$ cat src/rtl/pc_unit_pkg.sv
//==============================================================================
// Module      : pc_unit_pkg
// Description : Shared definitions for the program-counter stage.
//               - Default values for PC width, reset vector and
//                 return-stack depth.
//               - Next-pc source select encoding.
//               - Helper that sizes the return-stack pointer.
//               Optional feature macro used by the slice: RET_STACK_EN.
// Revision    : 1.0 - initial release
//==============================================================================
`default_nettype none

package pc_unit_pkg;

    localparam int          PC_W_DEF      = 16;
    localparam logic [15:0] RESET_VEC_DEF = 16'h0000;
    localparam int          RS_DEPTH_DEF  = 4;

    // Source of the next fetch address.
    typedef enum logic [2:0] {
        SEL_HOLD = 3'd0,   // keep current pc
        SEL_INC  = 3'd1,   // sequential fetch
        SEL_JUMP = 3'd2,   // taken jump to target
        SEL_RET  = 3'd3,   // return to top of stack
        SEL_RVEC = 3'd4    // return on empty stack: restart at reset vector
    } pc_sel_e;

    // Pointer width for a stack of the given depth; never below one bit.
    function automatic int rs_ptr_w(input int depth);
        return (depth > 1) ? $clog2(depth) : 1;
    endfunction

endpackage

`default_nettype wire

$ cat src/rtl/pc_ret_stack.sv
//==============================================================================
// Module      : pc_ret_stack
// Description : Small LIFO holding return addresses for jump-and-link.
//               Push when full and pop when empty are ignored here; the
//               caller decides how to report them.
// Ports       : clk, rst_n      clock, asynchronous active-low reset
//               push, pop       write / remove one entry (never both)
//               din             address to push
//               top             entry on top of the stack (valid if !empty)
//               full, empty     occupancy flags
// Revision    : 1.0 - initial release
//==============================================================================
`default_nettype none

module pc_ret_stack
    import pc_unit_pkg::*;
#(
    parameter int W     = 16,
    parameter int DEPTH = 4
) (
    input  logic         clk,
    input  logic         rst_n,
    input  logic         push,
    input  logic         pop,
    input  logic [W-1:0] din,
    output logic [W-1:0] top,
    output logic         full,
    output logic         empty
);

    localparam int PTR_W = rs_ptr_w(DEPTH);

    logic [W-1:0]     r_mem [DEPTH];
    logic [PTR_W:0]   r_cnt;          // one extra bit so "full" is representable
    logic [PTR_W-1:0] w_wr_idx;
    logic [PTR_W-1:0] w_rd_idx;

    assign full     = (r_cnt == (PTR_W + 1)'(DEPTH));
    assign empty    = (r_cnt == '0);
    assign w_wr_idx = r_cnt[PTR_W-1:0];
    assign w_rd_idx = PTR_W'(r_cnt - 1'b1);
    assign top      = r_mem[w_rd_idx];

    always_ff @(posedge clk or negedge rst_n) begin
        if (!rst_n) begin
            r_cnt <= '0;
            for (int i = 0; i < DEPTH; i++) begin
                r_mem[i] <= '0;
            end
        end else if (push && !full) begin
            r_mem[w_wr_idx] <= din;
            r_cnt           <= r_cnt + 1'b1;
        end else if (pop && !empty) begin
            r_cnt <= r_cnt - 1'b1;
        end
    end

endmodule

`default_nettype wire

$ cat src/rtl/pc_unit.sv
//==============================================================================
// Module      : pc_unit
// Description : Program counter stage. Each cycle picks hold, jump to the
//               A-register target, return, or increment. Flags the
//               wrong-path fetch after a taken jump (flush) and detects the
//               jump-to-self halt idiom (halted, sticky).
//               Optional macro RET_STACK_EN adds a hardware return stack
//               (call pushes pc+1, ret pops); without it call/ret are
//               ignored and stack_err is tied low.
// Ports       : clk, rst_n      clock, asynchronous active-low reset
//               stall           hold all state this cycle
//               load, target    taken jump and its address
//               call, ret       jump-and-link / return
//               pc, pc_valid    fetch address and its qualifier
//               flush           squash the fetch after a redirect
//               halted          sticky jump-to-self indication
//               stack_err       sticky stack overflow/underflow
// Revision    : 1.0 - initial release
//==============================================================================
`default_nettype none

module pc_unit
    import pc_unit_pkg::*;
#(
    parameter int              PC_W      = PC_W_DEF,
    parameter logic [PC_W-1:0] RESET_VEC = PC_W'(RESET_VEC_DEF),
    parameter int              RS_DEPTH  = RS_DEPTH_DEF
) (
    input  logic            clk,
    input  logic            rst_n,
    input  logic            stall,
    input  logic            load,
    input  logic [PC_W-1:0] target,
    input  logic            call,
    input  logic            ret,
    output logic [PC_W-1:0] pc,
    output logic            pc_valid,
    output logic            flush,
    output logic            halted,
    output logic            stack_err
);

    logic [PC_W-1:0] r_pc;
    logic            r_valid;
    logic            r_flush;
    logic            r_halted;

    logic [PC_W-1:0] w_pc_inc;
    logic [PC_W-1:0] w_pc_nxt;
    logic            w_flush_nxt;
    logic            w_halt_set;
    pc_sel_e         w_sel;

    // Natural wrap at 2^PC_W.
    assign w_pc_inc = r_pc + PC_W'(1);

`ifdef RET_STACK_EN
    logic            r_stack_err;
    logic            w_err_set;
    logic            w_push;
    logic            w_pop;
    logic            w_full;
    logic            w_empty;
    logic [PC_W-1:0] w_top;

    pc_ret_stack #(
        .W     (PC_W),
        .DEPTH (RS_DEPTH)
    ) u_ret_stack (
        .clk   (clk),
        .rst_n (rst_n),
        .push  (w_push),
        .pop   (w_pop),
        .din   (w_pc_inc),
        .top   (w_top),
        .full  (w_full),
        .empty (w_empty)
    );

    always_ff @(posedge clk or negedge rst_n) begin
        if (!rst_n) begin
            r_stack_err <= 1'b0;
        end else begin
            r_stack_err <= r_stack_err | w_err_set;
        end
    end

    assign stack_err = r_stack_err;
`else
    // call, ret and the stack depth have no effect in this build.
    logic w_unused_cfg;
    assign w_unused_cfg = ^{call, ret, 1'(RS_DEPTH % 2)};
    assign stack_err    = 1'b0;
`endif

    // Priority decode: not-yet-valid, stall, load, ret, increment.
    always_comb begin
        w_sel       = SEL_INC;
        w_flush_nxt = 1'b0;
        w_halt_set  = 1'b0;
`ifdef RET_STACK_EN
        w_err_set   = 1'b0;
        w_push      = 1'b0;
        w_pop       = 1'b0;
`endif
        if (!r_valid) begin
            // First edge after reset release only raises pc_valid.
            w_sel = SEL_HOLD;
        end else if (stall) begin
            w_sel = SEL_HOLD;
        end else if (load) begin
            w_sel       = SEL_JUMP;
            w_flush_nxt = 1'b1;
            w_halt_set  = (target == r_pc);
`ifdef RET_STACK_EN
            if (call) begin
                // Overflowing push is dropped but the jump is still taken.
                if (w_full) begin
                    w_err_set = 1'b1;
                end else begin
                    w_push = 1'b1;
                end
            end
`endif
        end
`ifdef RET_STACK_EN
        else if (ret) begin
            w_flush_nxt = 1'b1;
            if (w_empty) begin
                w_sel     = SEL_RVEC;
                w_err_set = 1'b1;
            end else begin
                w_sel = SEL_RET;
                w_pop = 1'b1;
            end
        end
`endif
    end

    always_comb begin
        w_pc_nxt = w_pc_inc;
        case (w_sel)
            SEL_HOLD: w_pc_nxt = r_pc;
            SEL_JUMP: w_pc_nxt = target;
`ifdef RET_STACK_EN
            SEL_RET:  w_pc_nxt = w_top;
`endif
            SEL_RVEC: w_pc_nxt = RESET_VEC;
            default:  w_pc_nxt = w_pc_inc;
        endcase
    end

    always_ff @(posedge clk or negedge rst_n) begin
        if (!rst_n) begin
            r_pc     <= RESET_VEC;
            r_valid  <= 1'b0;
            r_flush  <= 1'b0;
            r_halted <= 1'b0;
        end else begin
            r_valid  <= 1'b1;
            r_pc     <= w_pc_nxt;
            r_flush  <= w_flush_nxt;
            r_halted <= r_halted | w_halt_set;
        end
    end

    assign pc       = r_pc;
    assign pc_valid = r_valid;
    assign flush    = r_flush;
    assign halted   = r_halted;

endmodule

`default_nettype wire

$ cat config.mk
export PLATFORM = sky130hd
export DESIGN_NAME = pc_unit
export DESIGN_NICKNAME = d
export VERILOG_FILES = /design/src/rtl/pc_unit_pkg.sv /design/src/rtl/pc_ret_stack.sv /design/src/rtl/pc_unit.sv
export SDC_FILE = /design/constraint.sdc
export NUM_CORES = 1
export LEC_CHECK = 0
export CAP_MARGIN = 20
export CORE_MARGIN = 3
export CORE_UTILIZATION = 46
export DETAILED_ROUTE_END_ITERATION = 10
export PLACE_DENSITY = 0.8
export SLEW_MARGIN = 20
export SYNTH_ARGS = -nofsm -noshare
export SYNTH_HDL_FRONTEND = slang
export SYNTH_SLANG_ARGS = --single-unit
export TNS_END_PERCENT = 20
$ cat constraint.sdc
create_clock -name clk -period 2.1 [get_ports clk]
set_input_delay 0.315 -clock clk [delete_from_list [all_inputs] [get_ports clk]]
set_output_delay 0.315 -clock clk [all_outputs]
set_load 0.01 [all_outputs]
==> results of run 1 <==
worst max-delay path, stage by stage (launching register included):
cell,delay [ns]
dfrtp_1,0.54
nand4_2,0.31
or4_1,0.58
mux2i_1,0.15
a21oi_1,0.09
stage by stage:
stage | utilization | hold WS, ns | power, W | std cells | area, um^2
final | 0.661 | 0.332 | 0.00109 | 212 | 1700
after global placement | 0.651 | 0.472 | 0.000880 | 208 | 1670
after detailed placement | 0.651 | 0.473 | 0.000893 | 208 | 1670
after global routing | 0.661 | 0.340 | 0.00116 | 212 | 1700
after floorplan | - | 0.0194 | 0.000710 | 150 | 1300
after CTS | 0.661 | 0.348 | 0.00109 | 212 | 1700
power by group through the flow:
stage	combinational, W	sequential, W	clock, W
3_5_place_dp	0.000379	0.000514	0
3_3_place_gp	0.000370	0.000510	0
6_report	0.000380	0.000508	0.000199
5_1_grt	0.000416	0.000521	0.000220
4_1_cts	0.000382	0.000507	0.000197
2_1_floorplan	0.000213	0.000497	0
sequential cells by signal, summed over array words and instances, names as in the netlist:
register  count
halted        1
pc           16
flush         1
pc_valid      1
worst max path at each step:
| stage | startpoint | endpoint | slack, ns | cells after the start |
|---|---|---|---|---|
| 4_1_cts | pc[2] | pc[11] | 0.33 | 4 |
| 2_1_floorplan | pc[0] | pc[10] | 0.39 | 6 |
| 6_report | pc[4] | pc[12] | 0.32 | 4 |
| 3_5_place_dp | stall | pc[12] | 0.24 | 5 |
| 3_3_place_gp | stall | pc[12] | 0.26 | 5 |
| 5_1_grt | pc[0] | pc[12] | 0.13 | 5 |
cells in the final DEF (no fill, tap or decap), drive strengths merged, types with 3 or more instances in the layout:
master	netlist	layout
nor3	10	10
nand2	12	12
xnor2	4	4
inv	4	4
xor2	12	12
clkdlybuf4s50	0	38
mux2i	7	7
dfrtp	19	19
nor2	3	3
nor4	5	5
clkbuf	8	4
or4	4	4
nand4	6	6
a21oi	11	11
o21ai	5	5
or3	3	3
o22ai	8	8
nand3	6	6
buf	7	5
metal layers:
layer,part of all wire,vias up,GRT usage
met1,0.42,592,0.286
met2,0.49,54,0.347
met4,0.0096,0,0.0647
met5,0,-,0
li1,-,611,-
met3,0.078,5,0.0370
cell families (layout without fill, tap and decap cells):
logic type / after synthesis / in the layout
and+or+nand+nor: 54 / 54
AOI/OAI and AO/OA: 32 / 32
DFF: 19 / 19
buffers and inverters: 19 / 51
xor gates and xnor gates: 16 / 16
muxes: 7 / 7
other: 2 / 2
adders and majority gates: 1 / 1
final cells by class:
| type | count | area (um^2) | share of cell area |
|---|---|---|---|
| clock buffers | 4 | 26.3 | 0.0155 |
| flip-flops and latches | 19 | 475 | 0.280 |
| repair buffers | 43 | 418 | 0.246 |
| well taps | 30 | 37.5 | 0.0221 |
| inverters | 4 | 15.0 | 0.00884 |
| multi-input cells | 112 | 726 | 0.427 |
==> reports/metrics.cfg, run 1 <==
[cells_and_area]
syn_to_final_growth_pct = 31.0
nNetsFinal = 206
nFillCells = 225
antenna_cells = 0
drive_gt1_frac = 0.0495

[global_routing]
grt_pass1_vias = 1251
grt-ovfl-total = 0
grt_max_degree = 20
track_usage = 0.212
grt_pass1_wl_um = 5630
antenna_found_initial = 0

[setup_path]
timing.rr.end = pc[12]
crit_type = reg2reg
critPathMaxFanout = 12
reg2reg_slack_ns = 0.32
cp-end-kind = register
worst_ep_required_time_ns = 2.29
crit_arrival_ns = 1.97
worstSetupStartpointType = register
rr_worst_depth = 4
r2r-start = pc[4]

[sta]
slew_viol_final = 0
min_period_ns = 1.78
hold_viol = 0
setup_tns_ns = 0
max_freq_ghz = 0.562
fin_ws_ns = 0.321
grt_setup_unrepaired = no
skew_ns = 0.00729
setup_viol = 0
period_share = 0.847

[floorplan]
die_y_um = 59.1
placeableCoreArea_mm2 = 0.00257
start_util = 0.505
die_area_mm2 = 0.00349
io_pins = 42
fp.dieW_um = 59.1
rows = 18

[power_and_ir_drop]
power_frac_comb = 0.350
power.internal_w = 0.000701
clockPowerShare = 0.183
p_leak_nw = 0.678
peakVddDrop_mv = 0.429
power.switching_w = 0.000386
p_sw_frac = 0.355
seqPwrFrac = 0.467
powerDensity_mw_per_mm2 = 640

[clock_tree]
htree_num_levels = 1
cts_root_buffer = clkbuf_4
clock_latency_ns = 0.31
cts_setup_buffers = 0
cts_max_path_buffers = 2
cts_hold_buf = 0
cts.clk_slew.worst_paths_ns = 0.12
cts_resized = 0
cts_buffers = 3
tritoncts = done
clock_sinks = 19

[yosys]
synth_warnings = 0
synth_top_family_by_area = simple AND/OR/NAND/NOR gates
syn_nets = 173
synthSimpleGateAreaFrac = 0.227
seq_area_frac_synth = 0.367
yosysMostFrequentCell = dfrtp_1
synthTopCellsByCount = dfrtp_1 (19), nand2_1 (12), xor2_1 (12)
synth_top_area_cell = dfrtp_1
synth.area.mux_share = 0.0541
postSynthAreaPerCell_um2 = 8.64
synth_compound_area_frac = 0.155
synth_cell_type_count = 33
postSynth.asyncResetShare = 1.00
synth_top_area_share = 0.367
synth.ff_latch_count = 19
synth_cells = 150
synthTopCellsByArea = dfrtp_1 (37%), xor2_1 (8.1%), mux2i_1 (5.4%)
synth_xor_xnor_area_share = 0.108
synth_edf_count = 0
ys.flop_type = dfrtp_1
synth_adder_area_share = 0.00965
synth_area_mm2 = 0.00130

[drt]
drc_errors = 0
firstDrtPassIters = 4
vias = 1262
ant_nets = 0
drt_iter0_drc = 54
vias_per_cell = 5.95
wl_um = 3440
avgRoutedWirePerCell_um = 16.2

[placed_design]
gp_congestion = 0.820
pre_cts_ws_ns = 0.241
port_buffers = 38
place_hpwl_um = 2530

[run_status]
outcome = completed

[hold_path]
min_path_type = in2async

[job]
cap_violations = 0

(Power assumes the default switching activity.)
==> run 2, diff against run 1 <==
--- a/config.mk
+++ b/config.mk
@@ -7,9 +7,9 @@
 export LEC_CHECK = 0
 export CAP_MARGIN = 20
 export CORE_MARGIN = 3
-export CORE_UTILIZATION = 46
+export CORE_UTILIZATION = 41
 export DETAILED_ROUTE_END_ITERATION = 10
-export PLACE_DENSITY = 0.8
+export PLACE_DENSITY = 0.75
 export SLEW_MARGIN = 20
 export SYNTH_ARGS = -nofsm -noshare
 export SYNTH_HDL_FRONTEND = slang
==> constraint.sdc (replaced) <==
create_clock -name clk -period 1.5 [get_ports clk]
set_input_delay 0.225 -clock clk [delete_from_list [all_inputs] [get_ports clk]]
set_output_delay 0.225 -clock clk [all_outputs]
set_load 0.01 [all_outputs]
==> run 2 against run 1 <==
Against the previous run: the run now ends with setup timing left; largest power group is now combinational cells; hold slack lost 0.084 ns; register-to-register slack lost 0.43 ns; non-clock buffer count grew 31; global-route usage shrank 0.88 points; cell count grew 21%; critical endpoint is now pc[11]; sequential power grew 31%; first-iteration DRC count grew 140%.
==> reports/metrics.cfg, run 2 (same netlist as run 1, synthesis figures left out) <==
[run_status]
outcome = finished, violations left
violations = setup timing

[sta]
hold_viol = 0
slew_viol_final = 0
min_period_ns = 1.61
fin_ws_ns = -0.114
period_share = 1.08
max_freq_ghz = 0.620
grt_setup_unrepaired = yes
setup_viol = 4
skew_ns = 0.00708

[cells_and_area]
nFillCells = 226
final_cell_mix = buf_4 (33), clkdlybuf4s50_1 (21), dlygate4sd2_1 (16)
antenna_cells = 0
final_common_cell = buf_4
largest_reg_flops = 16
syn_to_final_growth_pct = 56.9
ff_latch_area_um2 = 483
nNetsFinal = 238
multi_input_area_um2 = 803
drive_gt1_frac = 0.262
finalInstanceArea_mm2 = 0.00203

[clock_tree]
cts.clk_slew.worst_paths_ns = 0.12
tritoncts = done
clock_latency_ns = 0.31
clock_sinks = 19
cts_buffers = 3
cts_max_path_buffers = 2
cts_hold_buf = 0
htree_num_levels = 1
cts_root_buffer = clkbuf_4

[job]
cap_violations = 0

[global_routing]
antenna_found_initial = 0
track_usage = 0.203
grt_pass1_vias = 1428
grt_pass1_wl_um = 6440
grt-ovfl-total = 0
grt_max_degree = 20

[setup_path]
crit_type = reg2reg
startpoint = pc[0]
path_cells = nand4_1 > buf_6 > or4_4 > mux2i_1 > a21oi_1
r2r-start = pc[0]
crit_slowest_cell = or4_4
critPathMaxFanout = 5
crit_arrival_ns = 1.82
reg2reg_slack_ns = -0.11
worst_path_largest_cell_delay_ns = 0.50
cp-end-kind = register
worst_ep_required_time_ns = 1.70
worstSetupStartpointType = register

[placed_design]
place_hpwl_um = 2810
port_buffers = 38
place_area_mm2 = 0.00189
gp_congestion = 0.836
pre_cts_ws_ns = -0.323

[power_and_ir_drop]
p_leak_nw = 0.874
peakVddDrop_mv = 0.545
powerDensity_mw_per_mm2 = 837

[floorplan]
die_area_mm2 = 0.00387
placeableCoreArea_mm2 = 0.00288
io_pins = 42
rows = 19
die_y_um = 62.2
fp.dieW_um = 62.2
start_util = 0.451

[drt]
wl_um = 4180
drt_iter0_drc = 129
vias_per_cell = 5.77
firstDrtPassIters = 4
ant_nets = 0
avgRoutedWirePerCell_um = 16.3
vias = 1477
drc_errors = 0

[hold_path]
min_path_type = in2async

==> run 2: cell count changes in the layout (fill, tap and decap cells not counted), moves of 2 or more <==
cell,change
buf_4,+28
clkdlybuf4s50_1,-17
dlygate4sd2_1,+16
dfrtp_1,-6
dfrtp_2,+6
buf_6,+2
nor4_1,-2
nor4_2,+2
or4_1,-2
or4_4,+2
==> run 2: area by class of cell <==
cell class | count | share of cell area
Inverter | 4 | 0.00738
Sequential cell | 19 | 0.238
Timing Repair Buffer | 74 | 0.321
Multi-Input combinational cell | 113 | 0.395
Tap cell | 42 | 0.0258
Clock buffer | 4 | 0.0129
==> run 2: worst max-delay path: cells and delay by family (launching register included) <==
family,cells,cell delay [ns]
AND/OR/NAND/NOR,2,0.63
AO/OA/AOI/OAI,1,0.10
flip-flops,1,0.43
multiplexers,1,0.20
buffers and inverters,1,0.15
==> run 2: per-stage QoR <==
stage                     TNS (ns)  cells  utilization  hold slack [ns]  power, W
after floorplan             -0.285    150            -          -0.0706   0.00103
after global placement       -1.18    241        0.656            0.467   0.00137
after detailed placement     -1.69    241        0.656            0.467   0.00139
after CTS                   -0.185    250        0.672            0.250   0.00165
after global routing        -0.828    256        0.707            0.264   0.00181
final                       -0.261    256        0.707            0.247   0.00170
==> run 2: where the power goes <==
part	internal, W	switching (W)	leakage (nW)	total, W
registers	0.000584	0.0000790	0.226	0.000663
clock network	0.000104	0.000176	0.0150	0.000280
logic	0.000394	0.000365	0.632	0.000759
==> run 2: layer usage <==
metal,vias to the layer above,share of wire,global-route usage
li1,678,-,-
met1,711,0.39,0.240
met2,73,0.51,0.343
met3,15,0.068,0.0468
met4,0,0.026,0.108
met5,-,0,0
==> run 2: timing repair <==
action,in CTS,in global routing
pin swaps,1,4
setup endpoints to repair,22,12
cloned,0,1
resized for setup,20,11
hold endpoints to repair,0,0
setup buffers,5,5
==> run 2: final timing paths <==
kind / endpoint / depth (start not counted)
setup / recovery: pc[11] / 5
hold reg to reg: halted / 1
hold / removal: pc[10] / 2
setup reg to reg: pc[11] / 5
max in group asynchronous: pc[0] / 2
min in group clk: halted / 1
